### src/rtl/sdram_bank_tracker.sv
// sdram_bank_tracker: per-bank open-row and ACT/RD-WR/PRE timing legality tracker.
// Define SDRAM_BANK_TRACKER_ERR_EN to add the sticky err_o protocol checker.
module sdram_bank_tracker #(
    parameter int BANKS    = 4,
    parameter int ROW_BITS = 13
) (
    input  logic                     HCLK,
    input  logic                     HRESETn,
    input  logic [4:0]               cmd_i,
    input  logic [$clog2(BANKS)-1:0] cmd_bank_i,
    input  logic [ROW_BITS-1:0]      cmd_row_i,
    input  logic                     cmd_a10_i,
    input  logic [3:0]               tRCD_i,
    input  logic [3:0]               tRAS_i,
    input  logic [3:0]               tRP_i,
    input  logic [3:0]               tRC_i,
    input  logic [3:0]               tDAL_i,
    input  logic [$clog2(BANKS)-1:0] q_bank_i,
    input  logic [ROW_BITS-1:0]      q_row_i,
    output logic                     q_row_hit_o,
    output logic                     q_act_ok_o,
    output logic                     q_rw_ok_o,
    output logic                     q_pre_ok_o,
    output logic [BANKS-1:0]         bank_active_o,
    output logic                     all_idle_o
`ifdef SDRAM_BANK_TRACKER_ERR_EN
    ,
    output logic                     err_o
`endif
);
    // Loading max(t,1)-1 and saturating decrement are the same operation.
    function automatic logic [3:0] dec(input logic [3:0] c);
        return (c == 4'd0) ? 4'd0 : c - 4'd1;
    endfunction

    logic                cs, is_act, is_rw, is_pre, is_ref;
    logic [BANKS-1:0]    active, act_ok, rw_ok, pre_ok, ras_busy, tgt, opening, close_pre, close_ap;
    logic [ROW_BITS-1:0] row [BANKS];
    logic [3:0]          rcd [BANKS];
    logic [3:0]          ras [BANKS];
    logic [3:0]          rp  [BANKS];
    logic [3:0]          rc  [BANKS];

    assign cs     = cmd_i[4:3] == 2'b10;
    assign is_act = cs && cmd_i[2:0] == 3'b011;
    assign is_rw  = cs && cmd_i[2:1] == 2'b10;
    assign is_pre = cs && cmd_i[2:0] == 3'b010;
    assign is_ref = cs && cmd_i[2:0] == 3'b001;

    assign tgt       = BANKS'(1) << cmd_bank_i;
    assign opening   = is_act ? tgt : '0;
    assign close_pre = is_pre ? (cmd_a10_i ? active : tgt & active) : '0;
    assign close_ap  = (is_rw && cmd_a10_i) ? tgt : '0;

    always_comb begin
        act_ok   = '0;
        rw_ok    = '0;
        ras_busy = '0;
        for (int b = 0; b < BANKS; b++) begin
            act_ok[b]   = !active[b] && rp[b] == 4'd0 && rc[b] == 4'd0;
            rw_ok[b]    = active[b] && rcd[b] == 4'd0;
            ras_busy[b] = active[b] && ras[b] != 4'd0;
        end
    end
    assign pre_ok = ~ras_busy;

    assign q_row_hit_o   = active[q_bank_i] && row[q_bank_i] == q_row_i;
    assign q_act_ok_o    = act_ok[q_bank_i];
    assign q_rw_ok_o     = rw_ok[q_bank_i];
    assign q_pre_ok_o    = pre_ok[q_bank_i];
    assign bank_active_o = active;
    assign all_idle_o    = ~|active;

    always_ff @(posedge HCLK or negedge HRESETn) begin
        if (!HRESETn) begin
            active <= '0;
            for (int b = 0; b < BANKS; b++) begin
                row[b] <= '0;
                rcd[b] <= '0;
                ras[b] <= '0;
                rp[b]  <= '0;
                rc[b]  <= '0;
            end
        end else begin
            active <= opening | (active & ~close_pre & ~close_ap);
            for (int b = 0; b < BANKS; b++) begin
                row[b] <= opening[b] ? cmd_row_i : row[b];
                rcd[b] <= opening[b] ? dec(tRCD_i) : dec(rcd[b]);
                ras[b] <= opening[b] ? dec(tRAS_i) : dec(ras[b]);
                rc[b]  <= (opening[b] || is_ref) ? dec(tRC_i) : dec(rc[b]);
                rp[b]  <= close_pre[b] ? dec(tRP_i) : close_ap[b] ? dec(tDAL_i) : dec(rp[b]);
            end
        end
    end

`ifdef SDRAM_BANK_TRACKER_ERR_EN
    logic is_mrs, is_self, err_set;
    assign is_mrs  = cs && cmd_i[2:0] == 3'b000;
    assign is_self = cmd_i == 5'b00001;
    assign err_set = (is_act && !act_ok[cmd_bank_i]) ||
                     (is_rw && !rw_ok[cmd_bank_i]) ||
                     (is_pre && !cmd_a10_i && !pre_ok[cmd_bank_i]) ||
                     (is_pre && cmd_a10_i && |ras_busy) ||
                     ((is_ref || is_mrs || is_self) && |active);
    always_ff @(posedge HCLK or negedge HRESETn) begin
        if (!HRESETn) err_o <= 1'b0;
        else if (err_set) err_o <= 1'b1;
    end
`endif
endmodule

### config.mk
export PLATFORM = sky130hd
export DESIGN_NAME = sdram_bank_tracker
export DESIGN_NICKNAME = d
export VERILOG_FILES = /design/src/rtl/sdram_bank_tracker.sv
export SDC_FILE = /design/constraint.sdc
export NUM_CORES = 1
export LEC_CHECK = 0
export BUFFER_PORTS_ARGS = -buffer_cell sky130_fd_sc_hd__buf_2
export CORE_AREA = 2 2 95 133
export CTS_BUF_LIST = sky130_fd_sc_hd__clkbuf_8
export CTS_CLUSTER_SIZE = 10
export DETAILED_ROUTE_END_ITERATION = 16
export DIE_AREA = 0 0 97 135
export HOLD_SLACK_MARGIN = 0.1
export PLACE_DENSITY = 0.77
export SLEW_MARGIN = 20
export SYNTH_ARGS = -nofsm -noshare
export SYNTH_HDL_FRONTEND = slang
export SYNTH_SLANG_ARGS = --single-unit
### constraint.sdc
create_clock -name HCLK -period 2.6 [get_ports HCLK]
set_clock_uncertainty 0.2 [all_clocks]
set_input_delay 0.65 -clock HCLK [delete_from_list [all_inputs] [get_ports HCLK]]
set_output_delay 0.65 -clock HCLK [all_outputs]
set_load 0.05 [all_outputs]
==> results of run 1 <==
-- timing repair --
item,in CTS,in global routing
pin swaps,10,4
hold buffers,1,0
buffers inserted,6,4
hold endpoints to repair,41,0
cloned,1,0
resized for setup,40,10
endpoints found under the setup margin,4,4
-- area by class of cell --
class                   instances  area, sq um  area share (%)
inverters                       2        7.507         0.09591
clock buffers                  18        247.7           3.165
flip-flops and latches        120         3009           38.44
well taps                     147        183.9           2.350
repair buffers                115        798.3           10.20
clock inverters                14        152.6           1.950
multi-input cells             502         3428           43.80
-- cell usage in the layout (no fill, tap or decap), types with 4 or more instances in the layout --
cell type | Yosys | final
dfrtp_1 | 120 | 115
nand2_1 | 107 | 106
buf_2 | 9 | 59
nor2_1 | 56 | 56
o21ai_0 | 52 | 51
buf_4 | 1 | 45
mux2_2 | 28 | 28
nor3_1 | 31 | 27
a21oi_1 | 25 | 25
mux2i_1 | 21 | 19
clkbuf_8 | 0 | 18
a31oi_1 | 17 | 16
nand3_1 | 13 | 13
o211ai_1 | 11 | 11
xnor2_1 | 12 | 11
o21ai_1 | 10 | 10
nor2b_1 | 9 | 9
o311ai_0 | 9 | 9
or2_2 | 9 | 8
or4b_2 | 8 | 8
clkinvlp_4 | 0 | 7
nor3b_1 | 6 | 6
mux2_1 | 6 | 6
nand3b_1 | 6 | 6
mux4_1 | 6 | 6
buf_6 | 2 | 6
dfrtp_2 | 0 | 5
nor4_4 | 1 | 4
nor4_1 | 8 | 4
or3_1 | 4 | 4
o31ai_1 | 4 | 4
nand4_1 | 4 | 4
clkinv_4 | 0 | 4
-- per-stage QoR --
stage / setup WS, ns / cells / power, mW / hold slack [ns]
after floorplan: -0.5306 / 647 / 2.820 / 0.1544
after global placement: -0.6481 / 874 / 3.173 / 0.2500
after detailed placement: -0.6510 / 874 / 3.230 / 0.2630
after CTS: -0.4146 / 914 / 4.947 / 0.2280
after global routing: -0.4672 / 918 / 5.183 / 0.2412
final: -0.4275 / 918 / 4.971 / 0.2467
-- worst max-delay path: cells and delay by family --
family / cells / cell delay [ns]
AOI/OAI and AO/OA: 1 / 0.25
xor gates and xnor gates: 1 / 0.10
buffers and inverters: 3 / 0.51
muxes: 1 / 0.25
and+or+nand+nor: 2 / 0.41
-- metal layers --
metal	part of all wire (%)	up-vias	GRT usage [%]
li1	-	2617	-
met4	2.9	0	12.05
met1	39	2799	30.10
met5	0	-	0
met3	4.1	44	5.124
met2	54	187	48.77
-- cell families after synthesis --
family	share of synthesized area, %
multiplexers	13.11
AND/OR/NAND/NOR	20.95
AO/OA/AOI/OAI	15.06
flip-flops	46.82
buffers and inverters	2.282
XOR/XNOR	1.775
-- final timing paths --
check	from	depth (start not counted)	slack, ns	end
setup / recovery	q_bank_i[1]	8	-0.43	q_row_hit_o
hold / removal	cmd_row_i[8]	3	0.25	row[34]
setup reg to reg	ras[9]	3	0.87	ras[10]
hold reg to reg	row[41]	2	0.28	row[41]
max in group asynchronous	HRESETn	3	0.95	rc[14]
min in group asynchronous	HRESETn	2	0.57	rp[5]
-- where the power goes --
group / internal, mW / switching [mW] / total (mW) / leakage, nW
clock network: 0.877 / 0.793 / 1.67 / 0.179
registers: 2.06 / 0.188 / 2.25 / 1.62
logic: 0.477 / 0.575 / 1.05 / 1.91
total: 3.41 / 1.56 / 4.97 / 3.71
-- sequential cells by signal (all words and copies together), names as in the netlist --
register,flops
row,52
ras,16
rc,16
rcd,16
rp,16
bank_active_o,4
==> impl_metrics.tcl, run 1 <==
set metrics [dict create \
    wire_per_inst_um 18.61 \
    drtIter0Drc 381 \
    worstMarginPinSlew_ns 0.6437 \
    nets 816 \
    layout_setup_ws_ns -0.4275 \
    drive_gt1_share_pct 29.57 \
    start_util_pct 54.26 \
    syn-mean-instance-area_sq_um 9.913 \
    critPathMaxStageDelay_ns 0.28 \
    violations "setup timing" \
    async_reset_ff_share_pct 100.0 \
    crit_path_end_kind "primary output" \
    synth.most_common_cell "dfrtp_1" \
    grt_pass1_wl_mm 27.77 \
    place_congestion 0.8841 \
    ios 67 \
    die-area_sq_um 13100 \
    synth_nets 705 \
    cpMostUsedCell "buf_4" \
    cts_made_buffers 17 \
    clk_pin_slew_ns 0.08 \
    ys_seq_area_share_pct 46.82 \
    synth_flop_cell "dfrtp_1" \
    grt_usage_pct 26.67 \
    avgViaCountPerCell 6.151 \
    fill_cells 890 \
    fin_area_sq_um 7828 \
    fin_tns_setup_ns -0.7041 \
    cts_root_buffer "clkbuf_8" \
    drt_drc_violations_left 0 \
    num_rows 47 \
    rsz0062_at_grt "true" \
    slowest_stage "nor4_4" \
    drv_cap 0 \
    ys_warn_count 0 \
    cts_buffer_depth 2 \
    fmax_mhz 330.3 \
    synth.cell_area_sq_um 6414 \
    required_ns 1.75 \
    crit_chain "buf_4 -> buf_4 -> mux2i_4 -> xnor2_2 -> o32ai_2 -> nand2_1 -> nor4_4 -> buf_6" \
    outcome "finished with violations" \
    core_sq_um 11820 \
    critPathLaunchType "primary input" \
    grt_pass1_vias 5716 \
    utilization_pct 66.22 \
    synth_top_cell_by_area "dfrtp_1" \
    diodes 0 \
    cts.sinks 120 \
    hp-class "in -> reg" \
    critical_path.max_fanout 6 \
    io_buffers 66 \
    die_y_um 135 \
    grt_max_degree 47 \
    path_class "in -> out" \
    fp.dieW_um 97 \
    cts_tree "built" \
    synthDistinctLibCells 58 \
    netlist_instances 647 \
    crit_arrival_ns 2.18 \
    power.leakage_nw 3.707 \
    first_pass_iters 5 \
    cellPowerDensity_nw_per_um2 635.1 \
    detail-route-antenna-nets 0 \
    vias 5647 \
    finalSetupViolCount 4 \
    grt_overflow 0 \
    placed_cell_area_sq_um 7103 \
    ir_drop_v 0.0003950 \
    final.min_clock_period_ns 3.028 \
    clk_latency_ns 0.44 \
    synth.area.top_cells "dfrtp_1 47%, nand2_1 6.3%, mux2_2 4.9%" \
    final-max-slew-violation-count 0 \
    finalCritPeriodShare_pct 116.4 \
    antenna_found_initial 0 \
    slew-limit-headroom_pct 57.09 \
    totalWireLength_mm 17.08 \
    hold_violations 0 \
    syn2layout_area_growth_pct 22.04 \
    synth_edf_count 0 \
    yosys_register_bits 120 \
    synth_common_cells "120 x dfrtp_1, 107 x nand2_1, 56 x nor2_1" \
    hpwlAfterDp_mm 11.77 \
    htree_levels 4 \
    synth_top_area_share_pct 46.82 \
]
No activity file was read; power rests on OpenSTA's default activity.
==> inputs of run 2 (changes only) <==
--- a/config.mk
+++ b/config.mk
@@ -6,13 +6,12 @@
 export NUM_CORES = 1
 export LEC_CHECK = 0
 export BUFFER_PORTS_ARGS = -buffer_cell sky130_fd_sc_hd__buf_2
-export CORE_AREA = 2 2 95 133
-export CTS_BUF_LIST = sky130_fd_sc_hd__clkbuf_8
-export CTS_CLUSTER_SIZE = 10
+export CORE_AREA = 2 2 96 134
+export CTS_CLUSTER_SIZE = 8
 export DETAILED_ROUTE_END_ITERATION = 16
-export DIE_AREA = 0 0 97 135
+export DIE_AREA = 0 0 98 136
 export HOLD_SLACK_MARGIN = 0.1
-export PLACE_DENSITY = 0.77
+export PLACE_DENSITY = 0.76
 export SLEW_MARGIN = 20
 export SYNTH_ARGS = -nofsm -noshare
 export SYNTH_HDL_FRONTEND = slang
==> run 2 against run 1 <==
Net effect:
- the run still ends with setup timing left
- routed wire length increased by 1.3%
- design area up 3.2%
- total power rose by 15%
- highest routed layer unchanged
==> impl_metrics.tcl, run 2 (synthesized netlist as in run 1, its figures left out) <==
set metrics [dict create \
    r2r_cells 4 \
    fill_cells 902 \
    hold_slack_ns 0.2631 \
    cts_tree "built" \
    totalWireLength_mm 17.30 \
    r2r-end "ras[10]" \
    nets 813 \
    final_cell_mix "117 x dfrtp_1, 106 x nand2_1, 59 x buf_2, 56 x nor2_1, 51 x o21ai_0" \
    drv_cap 0 \
    final_common_cell "dfrtp_1" \
    final-max-slew-violation-count 0 \
    crit_path_end_kind "primary output" \
    cts_root_buffer "clkbuf_16" \
    finalSetupViolCount 4 \
    grt_pass1_wl_mm 27.01 \
    placed_cell_area_sq_um 7112 \
    crit_start "q_bank_i[0]" \
    rsz0062_at_grt "true" \
    r2r_slack_ns 0.76 \
    grt_max_degree 49 \
    critPathLaunchType "primary input" \
    clk_latency_ns 0.42 \
    hold_depth 3 \
    cts_made_buffers 17 \
    antenna_found_initial 0 \
    final.min_clock_period_ns 3.029 \
    worstMarginPinSlew_ns 0.6261 \
    required_ns 1.75 \
    die-area_sq_um 13330 \
    start_util_pct 52.61 \
    clk_pin_slew_ns 0.06 \
    cts_buffer_depth 2 \
    core_sq_um 12190 \
    num_rows 48 \
    outcome "finished with violations" \
    slew-limit-headroom_pct 57.82 \
    avgViaCountPerCell 6.236 \
    ios 67 \
    fp.dieW_um 98 \
    drive_gt1_share_pct 29.56 \
    dp_slack_ns -0.6285 \
    drt_drc_violations_left 0 \
    regMostFlops "row" \
    cellPowerDensity_nw_per_um2 706.7 \
    hold_violations 0 \
    drtIter0Drc 308 \
    vias 5725 \
    ir_drop_v 0.0004398 \
    violations "setup timing" \
    io_buffers 66 \
    fmax_mhz 330.2 \
    finalCritPeriodShare_pct 116.5 \
    wire_per_inst_um 18.84 \
    hpwlAfterDp_mm 11.48 \
    r2r-start "ras[9]" \
    grt_pass1_vias 5648 \
    place_congestion 0.8762 \
    hp-class "in -> reg" \
    largest_register_ffs 52 \
    cts.sinks 120 \
    endpoint "q_row_hit_o" \
    grt_usage_pct 25.53 \
    detail-route-antenna-nets 0 \
    path_class "in -> out" \
    power.leakage_nw 3.811 \
    critical_path.max_fanout 6 \
    diodes 0 \
    crit_arrival_ns 2.18 \
    htree_levels 4 \
    first_pass_iters 5 \
    fin_area_sq_um 8075 \
    grt_overflow 0 \
    syn2layout_area_growth_pct 25.91 \
    die_y_um 136 \
    layout_setup_ws_ns -0.4288 \
]
run 2: layout make-up:
cell class	count	area [sq um]	area share, %
inverters	2	7.507	0.09297
well taps	150	187.7	2.324
flip-flops and latches	120	3007	37.23
clock inverters	15	176.4	2.185
clock buffers	17	425.4	5.268
repair buffers	112	830.8	10.29
multi-input cells	502	3441	42.61
run 2: worst min-delay path by stage:
stage / endpoint / start / slack (ns)
after floorplan: bank_active_o[0] / HRESETn / 0.15
after global placement: row[32] / row[32] / 0.26
after detailed placement: row[27] / row[27] / 0.26
after CTS: row[47] / cmd_row_i[8] / 0.26
after global routing: row[47] / cmd_row_i[8] / 0.28
final: row[34] / cmd_row_i[8] / 0.26
run 2: critical path: stages:
cell	delay, ns
clkbuf_16	0.14
mux4_1	0.56
xnor2_1	0.16
nand4_1	0.19
nor4_4	0.27
buf_6	0.20
run 2: layer usage:
metal	global-route usage, %	wire [um]
met5	0	0
met4	12.89	518
met3	4.113	1045
met2	46.27	9257
met1	28.97	6477
run 2: what timing repair did:
item / in CTS / in global routing
pin swaps: 2 / 12
resized for setup: 24 / 34
buffers inserted: 0 / 7
hold buffers: 1 / 0
hold endpoints to repair: 27 / 0
setup endpoints to repair: 4 / 4
gates cloned: 0 / 2
run 2: power breakdown:
part | internal, mW | leakage (nW) | total (mW) | switching [mW]
clock network | 1.51 | 0.290 | 2.39 | 0.885
registers | 2.06 | 1.62 | 2.26 | 0.192
logic | 0.485 | 1.90 | 1.06 | 0.573
run 2: per-stage QoR:
stage / TNS (ns) / power (mW) / instances / util (%)
finish: -0.7474 / 5.706 / 918 / 66.24
global route: -0.9608 / 5.921 / 918 / 66.24
CTS: -0.8283 / 5.643 / 909 / 64.18
detailed placement: -1.627 / 3.219 / 876 / 58.33
global placement: -1.568 / 3.176 / 876 / 58.33
floorplan: -1.425 / 2.820 / 647 / -
